$ cat src/rtl/clarvi_mem_arbiter.sv
// Two-to-one Avalon-MM arbiter: clarvi instruction port and data port share one 64-bit slave.
// Optional: define CLARVI_ARB_ROUND_ROBIN_EN for round-robin tie-break (default: data port wins ties).
module clarvi_mem_arbiter #(
   parameter int ADDR_WIDTH  = 14,
   parameter int MAX_PENDING = 4
) (
   input  logic                  clock,
   input  logic                  reset_n,
   input  logic [ADDR_WIDTH-1:0] avs_instr_address,
   input  logic                  avs_instr_read,
   output logic [63:0]           avs_instr_readdata,
   output logic                  avs_instr_waitrequest,
   output logic                  avs_instr_readdatavalid,
   input  logic [ADDR_WIDTH-1:0] avs_data_address,
   input  logic [7:0]            avs_data_byteenable,
   input  logic                  avs_data_read,
   input  logic                  avs_data_write,
   input  logic [63:0]           avs_data_writedata,
   output logic [63:0]           avs_data_readdata,
   output logic                  avs_data_waitrequest,
   output logic                  avs_data_readdatavalid,
   output logic [ADDR_WIDTH-1:0] avm_mem_address,
   output logic [7:0]            avm_mem_byteenable,
   output logic                  avm_mem_read,
   output logic                  avm_mem_write,
   output logic [63:0]           avm_mem_writedata,
   input  logic [63:0]           avm_mem_readdata,
   input  logic                  avm_mem_waitrequest,
   input  logic                  avm_mem_readdatavalid,
   output logic                  arb_protocol_error
);

   localparam int          PW     = $clog2(MAX_PENDING);
   localparam logic [PW:0] DEPTH  = (PW+1)'(MAX_PENDING);
   localparam logic [PW:0] CNT1   = (PW+1)'(1);
   localparam logic [PW-1:0] PTR1 = PW'(1);

   typedef enum logic [1:0] {IDLE, HOLD_I, HOLD_D} state_t;

   state_t                 state_q, state_d;
   logic [MAX_PENDING-1:0] owner_q;
   logic [PW-1:0]          wr_ptr_q, wr_ptr_d, rd_ptr_q, rd_ptr_d;
   logic [PW:0]            count_q, count_d;
   logic                   perr_q, perr_d;

   logic instr_req, data_req, gnt_i, gnt_d, tie_to_data;
   logic fifo_full, fifo_empty, push, pop, rd_ok, head;
   logic stall_i, stall_d, accepted;

   assign instr_req = avs_instr_read;
   assign data_req  = avs_data_read | avs_data_write;

`ifdef CLARVI_ARB_ROUND_ROBIN_EN
   logic last_data_q, last_data_d;
   assign tie_to_data = ~last_data_q;
   assign last_data_d = accepted ? gnt_d : last_data_q;

   always_ff @(posedge clock or negedge reset_n) begin
      if (!reset_n) last_data_q <= 1'b0;
      else          last_data_q <= last_data_d;
   end
`else
   assign tie_to_data = 1'b1;
`endif

   // A held grant belongs to its holder; dropping the request abandons it without a transfer.
   always_comb begin
      gnt_i = 1'b0;
      gnt_d = 1'b0;
      case (state_q)
         HOLD_I:  gnt_i = instr_req & reset_n;
         HOLD_D:  gnt_d = data_req & reset_n;
         default: begin
            if (instr_req && data_req) begin
               gnt_d = tie_to_data & reset_n;
               gnt_i = ~tie_to_data & reset_n;
            end else begin
               gnt_i = instr_req & reset_n;
               gnt_d = data_req & reset_n;
            end
         end
      endcase
   end

   assign fifo_full  = (count_q == DEPTH);
   assign fifo_empty = (count_q == '0);
   assign pop        = avm_mem_readdatavalid & ~fifo_empty;
   assign head       = owner_q[rd_ptr_q];
   // A full FIFO can still take a read in the cycle a beat frees a slot.
   assign rd_ok      = ~fifo_full | pop;

   assign avm_mem_address    = gnt_d ? avs_data_address : avs_instr_address;
   assign avm_mem_byteenable = gnt_d ? avs_data_byteenable : 8'hFF;
   assign avm_mem_writedata  = avs_data_writedata;
   assign avm_mem_read       = (gnt_i & rd_ok) | (gnt_d & avs_data_read & ~avs_data_write & rd_ok);
   assign avm_mem_write      = gnt_d & avs_data_write;

   assign accepted = (avm_mem_read | avm_mem_write) & ~avm_mem_waitrequest;
   assign push     = avm_mem_read & ~avm_mem_waitrequest;

   assign avs_instr_waitrequest = ~(gnt_i & ~avm_mem_waitrequest & rd_ok);
   assign avs_data_waitrequest  = ~(gnt_d & ~avm_mem_waitrequest & (avs_data_write | rd_ok));

   assign avs_instr_readdata      = avm_mem_readdata;
   assign avs_data_readdata       = avm_mem_readdata;
   assign avs_instr_readdatavalid = pop & ~head;
   assign avs_data_readdatavalid  = pop & head;
   assign arb_protocol_error      = perr_q;

   assign stall_i = avm_mem_waitrequest | ~rd_ok;
   assign stall_d = avm_mem_waitrequest | (~avs_data_write & ~rd_ok);

   always_comb begin
      state_d = IDLE;
      if (gnt_i && stall_i)      state_d = HOLD_I;
      else if (gnt_d && stall_d) state_d = HOLD_D;
   end

   always_comb begin
      wr_ptr_d = wr_ptr_q;
      rd_ptr_d = rd_ptr_q;
      count_d  = count_q;
      perr_d   = perr_q | (avm_mem_readdatavalid & fifo_empty);
      if (push) wr_ptr_d = wr_ptr_q + PTR1;
      if (pop)  rd_ptr_d = rd_ptr_q + PTR1;
      if (push && !pop)      count_d = count_q + CNT1;
      else if (pop && !push) count_d = count_q - CNT1;
   end

   always_ff @(posedge clock or negedge reset_n) begin
      if (!reset_n) begin
         state_q  <= IDLE;
         wr_ptr_q <= '0;
         rd_ptr_q <= '0;
         count_q  <= '0;
         perr_q   <= 1'b0;
      end else begin
         state_q  <= state_d;
         wr_ptr_q <= wr_ptr_d;
         rd_ptr_q <= rd_ptr_d;
         count_q  <= count_d;
         perr_q   <= perr_d;
      end
   end

   // Owner bit per outstanding read: 0 = instruction, 1 = data.
   always_ff @(posedge clock) begin
      if (push) owner_q[wr_ptr_q] <= gnt_d;
   end

endmodule

$ cat config.mk
export PLATFORM = sky130hd
export DESIGN_NAME = clarvi_mem_arbiter
export DESIGN_NICKNAME = d
export VERILOG_FILES = /design/src/rtl/clarvi_mem_arbiter.sv
export SDC_FILE = /design/constraint.sdc
export NUM_CORES = 1
export LEC_CHECK = 0
export ABC_AREA = 1
export CORE_AREA = 5 5 151 153
export DETAILED_ROUTE_END_ITERATION = 8
export DIE_AREA = 0 0 156 158
export SKIP_CTS_REPAIR_TIMING = 1
export SLEW_MARGIN = 20
export SYNTH_ARGS = -nofsm -noshare
export SYNTH_HDL_FRONTEND = slang
export SYNTH_SLANG_ARGS = --single-unit
$ cat constraint.sdc
create_clock -name clock -period 3.02 [get_ports clock]
set_input_delay 0.302 -clock clock [delete_from_list [all_inputs] [get_ports clock]]
set_output_delay 0.302 -clock clock [all_outputs]
set_load 0.01 [all_outputs]
==> results.json <==
{
  "outcome": "complete, no violations",
  "clock_tree.root_cell": "sky130_fd_sc_hd__clkbuf_16",
  "yosys.cell_types.count": 27,
  "tritoncts": "built",
  "vias": 1410,
  "postSynthNetCount": 518,
  "clock_tree.buffer_depth": 2,
  "share_of_the_clock_period_used_by_the_worst_path_pct": 86.5,
  "kind_of_critical_path": "reg -> out",
  "worstPathRequired_ns": 2.72,
  "worstHoldPathType": "in -> async",
  "clock_skew_ns": 0.000674,
  "synth-adder-area-share_pct": 4.29,
  "max_slew_headroom_at_the_worst_pin_pct": 71.6,
  "fp.coreArea_um2": 21400,
  "avgRoutedWirePerCell_um": 18.5,
  "worst-r2r-cell-count": 14,
  "yosys.area_share.simple_pct": 15.6,
  "antenna-diode-count": 0,
  "placement.io_buffers": 71,
  "floorplan.die.height_um": 158,
  "synth.top_cell.area_share_pct": 57.5,
  "max_freq_mhz": 383,
  "post_synth_instance_area_um2": 2510,
  "synth-compound-area-share_pct": 2.84,
  "dp.final_hpwl_um": 8340,
  "grt_max_degree": 23,
  "static-leakage-power_nw": 0.877,
  "synth_top_family_by_area": "buffers and inverters",
  "layout_cells_excl_fill": 502,
  "design.die.area_um2": 24600,
  "syn_to_final_growth_pct": -12.0,
  "drtPass1Iterations": 4,
  "placed_cells": 498,
  "synth-edff-count": 4,
  "synth_xor_xnor_area_share_pct": 1.05,
  "asyncSetResetFlopFracSynth_pct": 71.4,
  "synthesis.yosys.warnings": 0,
  "most_common_cell_in_the_netlist": "sky130_fd_sc_hd__buf_4",
  "report.final.hold_viol_count": 0,
  "setup_viol": 0,
  "worst_setup_path_start_kind": "flop",
  "number_of_antenna_violations_at_the_first_check_in_global_routing": 0,
  "timing.critical_path.to_type": "primary output",
  "synth_common_cells": "sky130_fd_sc_hd__buf_4 (192), sky130_fd_sc_hd__nand2_1 (54), sky130_fd_sc_hd__nor2_1 (17)",
  "die_x_um": 156,
  "finalNetCount": 402,
  "post-route-min-period_ns": 2.61,
  "clk_transition_reported_paths_ns": 0.04,
  "ant_nets": 0,
  "io-pin-count": 392,
  "cells_after_synthesis": 339,
  "synth_top_cell_by_area": "sky130_fd_sc_hd__buf_4",
  "layout_cell_share_with_drive_strength_beyond_1_pct": 8.56,
  "global_route.usage.total_pct": 6.88,
  "synth.area.mux_share_pct": 0.449,
  "number_of_sinks_on_the_clock_net": 14,
  "vdd_drop_max_mv": 0.191,
  "synth_sequential_area_ratio_pct": 14.8,
  "rsz0062_at_grt": "no",
  "post_place_instance_area_um2": 2130,
  "worst-slew-pin-transition_ns": 0.426,
  "largest_driver_fanout_on_the_critical_path": 22,
  "gpl.final_weighted_congestion": 0.716,
  "initial_core_util_pct": 11.7,
  "postLayoutCoreUtil_pct": 10.3,
  "power.density_nw_per_um2": 479,
  "globalRoute.totalOverflow": 0,
  "ys.flop_type": "sky130_fd_sc_hd__dfrtp_1",
  "critical_path.reg2reg.startpoint": "state_q[0]$_DFF_PN0_",
  "detailedRoute.firstIterationViolations": 34,
  "setup-tns-final_ns": 0,
  "number_of_cts_inserted_buffers": 3,
  "clock_tree.htree_level_count": 1,
  "grt_pass1_wl_um": 11800,
  "worst_skew_pair.late_latency_ns": 0.24,
  "total_count_of_max_transition_violations_in_the_final_report": 0,
  "drcViolationCount": 0,
  "row_count": 54,
  "vias_in_the_first_global_route": 1524,
  "yosys_register_bits": 14,
  "worstReg2RegEnd": "count_q[2]$_DFFE_PN0P_",
  "synth.avg_cell_area_um2": 7.40,
  "vias_per_cell": 2.81,
  "critical_path_arrival_ns": 2.31,
  "post_synth_main_area_contributors": "sky130_fd_sc_hd__buf_4 (57%), sky130_fd_sc_hd__dfrtp_1 (10%), sky130_fd_sc_hd__nand2_1 (8.1%)",
  "routed_wl_um": 9270,
  "fin_area_um2": 2210,
  "r2r_setup_slack_ns": 0.57,
  "cap_violations": 0
}
==> worst max path at each step <==
stage | startpoint | slack (ns) | cells after the start | to
after floorplan | state_q[0]$_DFF_PN0_ | 0.78 | 14 | count_q[2]$_DFFE_PN0P_
after global placement | reset_n | 0.37 | 13 | count_q[2]$_DFFE_PN0P_
after detailed placement | reset_n | 0.33 | 13 | count_q[2]$_DFFE_PN0P_
after CTS | state_q[0]$_DFF_PN0_ | 0.34 | 10 | avm_mem_address[3]
after global routing | state_q[0]$_DFF_PN0_ | 0.23 | 10 | avm_mem_address[3]
final | state_q[0]$_DFF_PN0_ | 0.41 | 10 | avm_mem_address[1]
==> critical path, stage by stage (launching register included) <==
cell                              delay, ns
sky130_fd_sc_hd__dfrtp_1               0.34
sky130_fd_sc_hd__inv_1                 0.05
sky130_fd_sc_hd__ha_1                  0.32
sky130_fd_sc_hd__inv_2                 0.08
sky130_fd_sc_hd__nand2_4               0.06
sky130_fd_sc_hd__nand2_4               0.08
sky130_fd_sc_hd__nor2_8                0.03
sky130_fd_sc_hd__inv_2                 0.32
sky130_fd_sc_hd__nand2_1               0.09
sky130_fd_sc_hd__nand2_1               0.12
sky130_fd_sc_hd__clkdlybuf4s50_1       0.56
==> cells in the final DEF (no fill, tap or decap), types with 2 or more instances in the layout <==
cell type,synthesis,final
sky130_fd_sc_hd__clkbuf_16,0,3
sky130_fd_sc_hd__dfrtp_1,10,10
sky130_fd_sc_hd__or2_1,6,6
sky130_fd_sc_hd__inv_1,15,15
sky130_fd_sc_hd__nand2_1,54,54
sky130_fd_sc_hd__edfxtp_1,4,4
sky130_fd_sc_hd__o21ai_0,4,4
sky130_fd_sc_hd__a21oi_1,4,4
sky130_fd_sc_hd__xor2_1,2,2
sky130_fd_sc_hd__inv_2,3,3
sky130_fd_sc_hd__or2_2,2,2
sky130_fd_sc_hd__buf_4,192,3
sky130_fd_sc_hd__nand3_1,4,4
sky130_fd_sc_hd__nor2_1,17,17
sky130_fd_sc_hd__ha_1,7,7
sky130_fd_sc_hd__nand2_4,2,2
sky130_fd_sc_hd__clkdlybuf4s50_1,0,71
==> sequential cells by signal (all words and copies together) (netlist names) <==
name	cells
owner_q	4
count_q	3
rd_ptr_q	2
state_q	2
wr_ptr_q	2
arb_protocol_error	1
==> report_power, final <==
| part | internal, mW | switching, mW |
|---|---|---|
| sequential | 0.257 | 0.0534 |
| combinational | 0.251 | 0.247 |
| clock | 0.178 | 0.0718 |
==> cell type report <==
class / count / area [um^2]
timing repair buffer: 74 / 733
clock buffer: 4 / 78.8
tap: 280 / 350
fill: 2473 / 19200
sequential: 14 / 370
inverter: 18 / 67.6
multi-input combinational: 112 / 608
==> stage by stage <==
step	hold slack (ns)	power [mW]	setup slack (ns)
4_1_cts	0.475	1.08	0.337
5_1_grt	0.488	1.15	0.228
2_1_floorplan	0.00641	0.835	0.782
3_3_place_gp	0.453	0.804	0.374
3_5_place_dp	0.482	0.823	0.333
6_report	0.470	1.06	0.408
==> cells by family (layout without fill, tap and decap cells) <==
kind of cell | count (synthesis) | after routing
buffers and inverters | 213 | 96
AND/OR/NAND/NOR | 88 | 88
flip-flops | 14 | 14
AO/OA/AOI/OAI | 12 | 12
adder cells (fa/ha/maj) | 8 | 8
XOR/XNOR | 3 | 3
multiplexers | 1 | 1
==> per-layer routing <==
| metal | vias to the layer above | track usage [%] | wire length (um) | part of all wire (%) |
|---|---|---|---|---|
| li1 | 601 | - | - | - |
| met4 | 0 | 2.96 | 448 | 4.8 |
| met5 | - | 0 | 0 | 0 |
| met2 | 204 | 10.3 | 3960 | 43 |
| met1 | 562 | 5.34 | 2500 | 27 |
| met3 | 43 | 8.42 | 2360 | 25 |
Power figures use the tool's default switching activity.
